**src/rtl/mem_stage_pkg.sv**
```systemverilog
// mem_stage_pkg: shared types and constants for the memory-stage controller.
//   state_e                 : controller state (IDLE, WAIT)
//   WORD_W / REG_W          : datapath and register-index widths
//   DEFAULT_TIMEOUT_CYCLES  : default watchdog limit (MEM_TIMEOUT_EN builds)
//   DEFAULT_CNT_W           : default wait-counter width
package mem_stage_pkg;

    localparam int WORD_W                 = 16;
    localparam int REG_W                  = 3;
    localparam int DEFAULT_TIMEOUT_CYCLES = 255;
    localparam int DEFAULT_CNT_W          = 8;

    typedef enum logic {
        IDLE = 1'b0,
        WAIT = 1'b1
    } state_e;

endpackage

```
**src/rtl/mem_stage_ctrl_if.sv**
```systemverilog
// mem_stage_ctrl_if: request/response bus between the memory-stage controller
// and the multi-cycle data memory.
//   master (controller) : drives mem_en, mem_wr, mem_addr, mem_wdata;
//                         receives mem_rdata, mem_stall, mem_done
//   slave  (memory)     : the reverse
interface mem_stage_ctrl_if;
    import mem_stage_pkg::*;

    logic              mem_en;
    logic              mem_wr;
    logic [WORD_W-1:0] mem_addr;
    logic [WORD_W-1:0] mem_wdata;
    logic [WORD_W-1:0] mem_rdata;
    logic              mem_stall;
    logic              mem_done;

    modport master (
        output mem_en, mem_wr, mem_addr, mem_wdata,
        input  mem_rdata, mem_stall, mem_done
    );

    modport slave (
        input  mem_en, mem_wr, mem_addr, mem_wdata,
        output mem_rdata, mem_stall, mem_done
    );

endinterface

```
**src/rtl/mem_stage_watchdog.sv**
```systemverilog
// mem_stage_watchdog: saturating wait-cycle counter with timeout compare.
// Only instantiated when MEM_TIMEOUT_EN is defined.
//   clk, rst   : clock, synchronous active-high reset
//   en_i       : count this cycle (controller is in WAIT)
//   clr_i      : restart from zero (controller is leaving IDLE for WAIT)
//   expired_o  : counter has reached TIMEOUT_CYCLES
module mem_stage_watchdog #(
    parameter int TIMEOUT_CYCLES = 255,
    parameter int CNT_W          = 8
) (
    input  logic clk,
    input  logic rst,
    input  logic en_i,
    input  logic clr_i,
    output logic expired_o
);

    logic [CNT_W-1:0] cnt_q, cnt_d;

    always_comb begin
        cnt_d = cnt_q;
        if (clr_i) begin
            cnt_d = '0;
        end else if (en_i && (cnt_q != {CNT_W{1'b1}})) begin
            cnt_d = cnt_q + 1'b1;
        end
    end

    always_ff @(posedge clk) begin
        if (rst) begin
            cnt_q <= '0;
        end else begin
            cnt_q <= cnt_d;
        end
    end

    assign expired_o = (cnt_q == CNT_W'(TIMEOUT_CYCLES));

endmodule

```
**src/rtl/mem_stage_ctrl.sv**
```systemverilog
// mem_stage_ctrl: memory-stage controller between X/M and M/W. Issues loads and
// stores to a multi-cycle data memory, bubbles M/W and freezes upstream stages
// while an access is outstanding, and forwards X/M fields to M/W on completion.
// Build option: MEM_TIMEOUT_EN adds a WAIT watchdog with a sticky err flag.
//   clk, rst             : clock, synchronous active-high reset
//   valid_in .. halt_in  : X/M instruction and control fields
//   mem (master)         : data-memory request/response bus
//   *_out                : M/W fields
//   stall_out            : freeze PC, F/D, D/X, X/M this cycle
//   err                  : sticky memory-timeout error (0 without MEM_TIMEOUT_EN)
//
// state | meaning
// ------+----------------------------------------------------------------
// IDLE  | no access outstanding; retry stalled requests, pass others through
// WAIT  | request accepted, waiting for mem_done; upstream frozen, M/W bubbled
module mem_stage_ctrl
    import mem_stage_pkg::*;
#(
    parameter int TIMEOUT_CYCLES = DEFAULT_TIMEOUT_CYCLES,
    parameter int CNT_W          = DEFAULT_CNT_W
) (
    input  logic              clk,
    input  logic              rst,
    input  logic              valid_in,
    input  logic              MemRead_in,
    input  logic              MemWrite_in,
    input  logic [WORD_W-1:0] addr_in,
    input  logic [WORD_W-1:0] wdata_in,
    input  logic              Jump_in,
    input  logic              MemToReg_in,
    input  logic              RegWrite_in,
    input  logic              halt_in,
    input  logic [WORD_W-1:0] pc_in,
    input  logic [REG_W-1:0]  writereg_in,
    mem_stage_ctrl_if.master  mem,
    output logic              Jump_out,
    output logic              MemToReg_out,
    output logic              RegWrite_out,
    output logic              halt_out,
    output logic [WORD_W-1:0] pc_out,
    output logic [WORD_W-1:0] alu_out_out,
    output logic [WORD_W-1:0] mem_out_out,
    output logic [REG_W-1:0]  writereg_out,
    output logic              stall_out,
    output logic              err
);

    if ((CNT_W < 1) || (CNT_W > 30) || ((1 << CNT_W) <= TIMEOUT_CYCLES)) begin : g_bad_cfg
        $error("mem_stage_ctrl: CNT_W too narrow for TIMEOUT_CYCLES");
    end

    state_e state_q, state_d;
    logic   mem_op;
    logic   pass;          // 1 = forward X/M fields, 0 = bubble
    logic   timeout_fire;
    logic   wd_expired;

`ifdef MEM_TIMEOUT_EN
    logic err_q, err_d;
    logic wd_clr;

    assign wd_clr = (state_q == IDLE) && (state_d == WAIT);

    mem_stage_watchdog #(
        .TIMEOUT_CYCLES (TIMEOUT_CYCLES),
        .CNT_W          (CNT_W)
    ) u_watchdog (
        .clk       (clk),
        .rst       (rst),
        .en_i      (state_q == WAIT),
        .clr_i     (wd_clr),
        .expired_o (wd_expired)
    );

    always_comb begin
        err_d = err_q | timeout_fire;
    end

    always_ff @(posedge clk) begin
        if (rst) begin
            err_q <= 1'b0;
        end else begin
            err_q <= err_d;
        end
    end

    assign err = err_q;
`else
    assign wd_expired = 1'b0;
    assign err        = 1'b0;
`endif

    always_ff @(posedge clk) begin
        if (rst) begin
            state_q <= IDLE;
        end else begin
            state_q <= state_d;
        end
    end

    // Address, data and direction follow X/M permanently; mem_en alone qualifies them.
    assign mem.mem_addr  = addr_in;
    assign mem.mem_wdata = wdata_in;
    assign mem.mem_wr    = MemWrite_in;

    assign mem_op = valid_in & (MemRead_in | MemWrite_in) & ~halt_in;

    always_comb begin
        state_d      = state_q;
        mem.mem_en   = 1'b0;
        stall_out    = 1'b0;
        pass         = 1'b1;
        timeout_fire = 1'b0;
        case (state_q)
            IDLE: begin
                if (mem_op) begin
                    mem.mem_en = 1'b1;
                    if (mem.mem_stall) begin
                        stall_out = 1'b1;
                        pass      = 1'b0;
                    end else if (!mem.mem_done) begin
                        stall_out = 1'b1;
                        pass      = 1'b0;
                        state_d   = WAIT;
                    end
                end
            end
            WAIT: begin
                if (mem.mem_done) begin
                    state_d = IDLE;
                end else if (wd_expired) begin
                    timeout_fire = 1'b1;
                    state_d      = IDLE;
                end else begin
                    stall_out = 1'b1;
                    pass      = 1'b0;
                end
            end
            default: begin
                state_d = IDLE;
            end
        endcase
        if (rst) begin
            mem.mem_en = 1'b0;
            stall_out  = 1'b0;
            state_d    = IDLE;
        end
    end

    always_comb begin
        Jump_out     = pass & Jump_in;
        MemToReg_out = pass & MemToReg_in;
        RegWrite_out = pass & valid_in & RegWrite_in & ~timeout_fire & ~rst;
        // A timeout is reported downstream as a halt so the pipeline stops cleanly.
        halt_out     = ((pass & valid_in & halt_in) | timeout_fire) & ~rst;
        pc_out       = pc_in;
        alu_out_out  = addr_in;
        mem_out_out  = mem.mem_rdata;
        writereg_out = writereg_in;
    end

endmodule

```
**src/flat_wrapper.sv**
```systemverilog
// flat-port wrapper written by rule: the top's interface ports become plain ports
module mem_stage_ctrl_flat import mem_stage_pkg::*;
#(
    parameter int TIMEOUT_CYCLES = DEFAULT_TIMEOUT_CYCLES,
    parameter int CNT_W          = DEFAULT_CNT_W
)
  (clk, rst, valid_in, MemRead_in, MemWrite_in, addr_in, wdata_in, Jump_in, MemToReg_in, RegWrite_in, halt_in, pc_in, writereg_in, Jump_out, MemToReg_out, RegWrite_out, halt_out, pc_out, alu_out_out, mem_out_out, writereg_out, stall_out, err, mem_mem_en, mem_mem_wr, mem_mem_addr, mem_mem_wdata, mem_mem_rdata, mem_mem_stall, mem_mem_done);
  mem_stage_ctrl_if mem_i ();
  input  logic clk;
  input  logic rst;
  input  logic valid_in;
  input  logic MemRead_in;
  input  logic MemWrite_in;
  input  logic [WORD_W-1:0] addr_in;
  input  logic [WORD_W-1:0] wdata_in;
  input  logic Jump_in;
  input  logic MemToReg_in;
  input  logic RegWrite_in;
  input  logic halt_in;
  input  logic [WORD_W-1:0] pc_in;
  input  logic [REG_W-1:0] writereg_in;
  output logic Jump_out;
  output logic MemToReg_out;
  output logic RegWrite_out;
  output logic halt_out;
  output logic [WORD_W-1:0] pc_out;
  output logic [WORD_W-1:0] alu_out_out;
  output logic [WORD_W-1:0] mem_out_out;
  output logic [REG_W-1:0] writereg_out;
  output logic stall_out;
  output logic err;
  output wire logic [$bits(mem_i.mem_en)-1:0] mem_mem_en;
  output wire logic [$bits(mem_i.mem_wr)-1:0] mem_mem_wr;
  output wire logic [$bits(mem_i.mem_addr)-1:0] mem_mem_addr;
  output wire logic [$bits(mem_i.mem_wdata)-1:0] mem_mem_wdata;
  input wire logic [$bits(mem_i.mem_rdata)-1:0] mem_mem_rdata;
  input wire logic [$bits(mem_i.mem_stall)-1:0] mem_mem_stall;
  input wire logic [$bits(mem_i.mem_done)-1:0] mem_mem_done;
  assign mem_mem_en = mem_i.mem_en;
  assign mem_mem_wr = mem_i.mem_wr;
  assign mem_mem_addr = mem_i.mem_addr;
  assign mem_mem_wdata = mem_i.mem_wdata;
  assign mem_i.mem_rdata = mem_mem_rdata;
  assign mem_i.mem_stall = mem_mem_stall;
  assign mem_i.mem_done = mem_mem_done;
  mem_stage_ctrl #(.TIMEOUT_CYCLES(TIMEOUT_CYCLES), .CNT_W(CNT_W)) u_core (.clk(clk), .rst(rst), .valid_in(valid_in), .MemRead_in(MemRead_in), .MemWrite_in(MemWrite_in), .addr_in(addr_in), .wdata_in(wdata_in), .Jump_in(Jump_in), .MemToReg_in(MemToReg_in), .RegWrite_in(RegWrite_in), .halt_in(halt_in), .pc_in(pc_in), .writereg_in(writereg_in), .mem(mem_i), .Jump_out(Jump_out), .MemToReg_out(MemToReg_out), .RegWrite_out(RegWrite_out), .halt_out(halt_out), .pc_out(pc_out), .alu_out_out(alu_out_out), .mem_out_out(mem_out_out), .writereg_out(writereg_out), .stall_out(stall_out), .err(err));
endmodule
```
**config.mk**
```make
export PLATFORM = sky130hd
export DESIGN_NAME = mem_stage_ctrl_flat
export DESIGN_NICKNAME = d
export VERILOG_FILES = /design/src/rtl/mem_stage_pkg.sv /design/src/rtl/mem_stage_ctrl_if.sv /design/src/rtl/mem_stage_watchdog.sv /design/src/rtl/mem_stage_ctrl.sv /design/src/flat_wrapper.sv
export SDC_FILE = /design/constraint.sdc
export NUM_CORES = 1
export LEC_CHECK = 0
export BUFFER_PORTS_ARGS = -buffer_cell sky130_fd_sc_hd__buf_2
export CAP_MARGIN = 20
export CORE_AREA = 2 2 65 67
export DETAILED_ROUTE_END_ITERATION = 7
export DIE_AREA = 0 0 67 69
export GPL_TIMING_DRIVEN = 1
export PLACE_DENSITY = 0.73
export SYNTH_ARGS = -nofsm -noshare
export SYNTH_HDL_FRONTEND = slang
export SYNTH_HIERARCHICAL = 1
export SYNTH_SLANG_ARGS = --single-unit
```
**constraint.sdc**
```tcl
create_clock -name clk -period 0.8 [get_ports clk]
set_input_delay 0.12 -clock clk [delete_from_list [all_inputs] [get_ports clk]]
set_output_delay 0.12 -clock clk [all_outputs]
set_load 0.02 [all_outputs]
```
# Word-level counts from Yosys, hierarchy flattened
# Cells that the tools add are included.
[totals]
wordCells = 29
in_bits = 78
ff_bits = 1
[op_classes]
muxes = 15
n_bitwise = 13
[op_table]
columns = ["cell", "count"]
rows = [
  ["$mux W1", 12],
  ["$and A1 B1 Y1", 9],
  ["$pmux W1 S2", 3],
  ["$not A1 Y1", 3],
  ["$or A1 B1 Y1", 1],
]

# Depth between registers and ports, before layout
[depth]
ltp_word = 8
ltp_mapped = 3
ltp_nobuf = 3

# Least setup slack after synthesis
# Ideal clock, no wire load.
[synth_path]
path_kind = "register -> output"
from = "register u_core.state_q"
to = "output mem_mem_en"
slack_ns = -0.358
stages_incl_launch_ff = 2
n_path_buf = 0
arrival_ns = 1.038
cell_sequence = "dfxtp_1 > nor4_1"
[synth_between]
elab_chain_len = 2
[synth_rtl]
columns = ["element", "line_no", "source"]
rows = [
  ["from (decl)", "mem_stage_ctrl.sv:52", "state_e state_q, state_d;"],
  ["from (signal assigned)", "mem_stage_ctrl.sv:97", "state_q <= state_d;"],
  ["$mux W1", "mem_stage_ctrl.sv:114", "case (state_q)"],
  ["$mux W1", "mem_stage_ctrl.sv:143", "if (rst) begin"],
  ["to (decl)", "flat_wrapper.sv:32", "output wire logic [$bits(mem_i.mem_en)-1:0] mem_mem_en;"],
]
# No other way between the ends.

# Worst setup path in the final report
[layout_path]
from = "register u_core.state_q"
to = "output stall_out"
[layout_between]
elab_chain_len = 3
[layout_rtl]
columns = ["element", "line_no", "source"]
rows = [
  ["$not A1 Y1", "n/a", ""],
  ["$pmux W1 S2 (*)", "mem_stage_ctrl.sv:114", ""],
  ["$mux W1 (*)", "mem_stage_ctrl.sv:143", ""],
  ["to (decl)", "flat_wrapper.sv:30", "output logic stall_out;"],
]
# Every way passes the cells marked *; elsewhere a longest branch is shown, timed or not.

==> flow_metrics.env <==
export IMPL_hp_class="in2out"
export IMPL_largest_reg_flops=1
export IMPL_path_buf_inv=2
export IMPL_final_cell_count_no_fill=96
export IMPL_drc=0
export IMPL_layout_common_cells="10 x buf_4, 8 x buf_6, 8 x buf_2"
export IMPL_fp_dieArea_mm2=0.00462
export IMPL_setup_tns_final_ps=-1080
export IMPL_die_y_um=69
export IMPL_placed_area_um2=393
export IMPL_violations="negative setup slack"
export IMPL_final_layout_size_suffix_gt1_frac=0.891
export IMPL_avgSynthCellArea_um2=7.40
export IMPL_rows=23
export IMPL_grt_overflow=0
export IMPL_num_nets_final=126
export IMPL_slowest_delay_ps=320
export IMPL_ys_ff_latch=1
export IMPL_muxShareOfSynthArea=0
export IMPL_yosys_area_share_simple=0.0644
export IMPL_grt_pass1_wl_um=2020
export IMPL_final_cell_area_um2=498
export IMPL_antenna_cells=0
export IMPL_antenna_found_initial=0
export IMPL_synth_distinct_cells=16
export IMPL_ir_drop_uv=76.5
export IMPL_firstDrtPassIters=2
export IMPL_synth_xor_area_share=0
export IMPL_drt_first_iter_violations=11
export IMPL_drt_total_wl_um=1480
export IMPL_slew_violations=0
export IMPL_die_x_um=67
export IMPL_path_max_fanout=4
export IMPL_dr_total_vias=330
export IMPL_hold_viol=0
export IMPL_finalSetupViolCount=7
export IMPL_dp_cells=93
export IMPL_fp_coreArea_mm2=0.00391
export IMPL_route_antenna_remaining_nets=0
export IMPL_largest_register="u_core/state_q"
export IMPL_fin_ws_ps=-215
export IMPL_end_kind="output pin"
export IMPL_syn_area_um2=777
export IMPL_drv_cap=0
export IMPL_finalCritPeriodShare=1.27
export IMPL_whs_ps=240
export IMPL_synth_compound_area_frac=0.0692
export IMPL_hpwl_um=1190
export IMPL_vias_per_cell=3.44
export IMPL_period_needed_ps=1010
export IMPL_grt_total_usage=0.0562
export IMPL_crit_type="reg2out"
export IMPL_portBuffers=17
export IMPL_first_global_vias=351
export IMPL_place_gp_congestion=0.610
export IMPL_syn_inst=105
export IMPL_start_util=0.199
export IMPL_worstPathCellList="inv_2 > a21o_4 > and3_4 > buf_6"
export IMPL_finClkSkew_ps=0
export IMPL_synthToLayoutAreaGrowth_pct=-35.9
export IMPL_critical_path_top_delay_family="flip-flops"
export IMPL_grt_max_degree=5
export IMPL_final_common_cell="buf_4"
export IMPL_critical_path_arrival_ps=890
export IMPL_reg_top3="u_core/state_q (1)"
export IMPL_synth_adder_area_share=0
export IMPL_run_status="finished, violations left"
export IMPL_clk_pin_slew_ps=0
export IMPL_p_leak_nw=0.224
export IMPL_powerDensity_mw_per_mm2=573
export IMPL_clk_insertion_delay_late_ps=0
export IMPL_synth_top_family_by_area="buffers and inverters"
export IMPL_top_level_ports=169
export IMPL_ys_warnings_count=6
export IMPL_cpMaxStageDelayCell="dfxtp_2"
export IMPL_synth_seq_area_share=0.0258
export IMPL_place_ws_ps=-316
export IMPL_critPathLaunchType="flop"
export IMPL_post_drt_wl_per_cell_um=15.4
export IMPL_fmax_ghz=0.985
export IMPL_rsz0062_at_grt="yes"
export IMPL_required_ps=680
export IMPL_syn_num_nets=183
[layout make-up]
type / instances / area [um2]
fillers: 455 / 3420
multi-input cells: 16 / 198
well taps: 50 / 62.6
flip-flops and latches: 1 / 21.3
inverters: 3 / 11.3
repair buffers: 26 / 205
[what timing repair did]
item                                    in CTS  in global routing
hold buffers                                 0                  0
buffers inserted                             3                  0
endpoints found under the setup margin       7                  7
pin swaps                                    8                  3
gates resized for setup                     18                  6
[cell families (layout without fill, tap and decap cells)]
kind of cell | after synthesis | count (layout)
other | 1 | 1
and+or+nand+nor | 8 | 8
AOI/OAI and AO/OA | 7 | 7
DFF | 1 | 1
buffers and inverters | 88 | 29
[cell usage after synthesis]
library cell,number,share of area
buf_4,85,0.82
a21boi_1,2,0.019
a21oi_1,2,0.013
and3_1,2,0.016
inv_1,2,0.0097
nand2_1,2,0.0097
a21o_1,1,0.0097
conb_1,1,0.0048
dfxtp_1,1,0.026
inv_2,1,0.0048
nand2b_4,1,0.018
nor2_1,1,0.0048
nor2b_1,1,0.0081
nor4_1,1,0.0081
o21ai_2,1,0.011
o31ai_2,1,0.016
[final timing paths]
path         slack, ps            from  cells past startpoint                to
min reg2reg        730  u_core/state_q                      4    u_core/state_q
max reg2reg        -40  u_core/state_q                      4    u_core/state_q
max               -210  u_core/state_q                      4         stall_out
min                240     wdata_in[0]                      0  mem_mem_wdata[0]
[report_power, final]
group / switching [mW] / internal, mW / total (mW)
logic: 0.107 / 0.125 / 0.232
registers: 0.000752 / 0.0521 / 0.0529
clock network: 0 / 0 / 0
total: 0.108 / 0.178 / 0.285
[worst reg2reg max path: stages (launching register included)]
cell	delay, ps
dfxtp_2	300
inv_2	90
buf_4	110
o31ai_2	40
and3_1	170
[stage by stage]
stage | total power [mW] | utilization
2_1_floorplan | 0.766 | -
3_3_place_gp | 0.225 | 0.100
3_5_place_dp | 0.225 | 0.100
4_1_cts | 0.274 | 0.122
5_1_grt | 0.302 | 0.127
6_report | 0.285 | 0.127
[per-layer routing]
layer / GRT usage / wire length, um / share of wire
met1: 0.0364 / 273 / 0.18
met2: 0.0704 / 599 / 0.41
met3: 0.0636 / 436 / 0.30
met4: 0.0726 / 167 / 0.11
met5: 0 / 0 / 0
No activity file was read; power rests on OpenSTA's default activity.
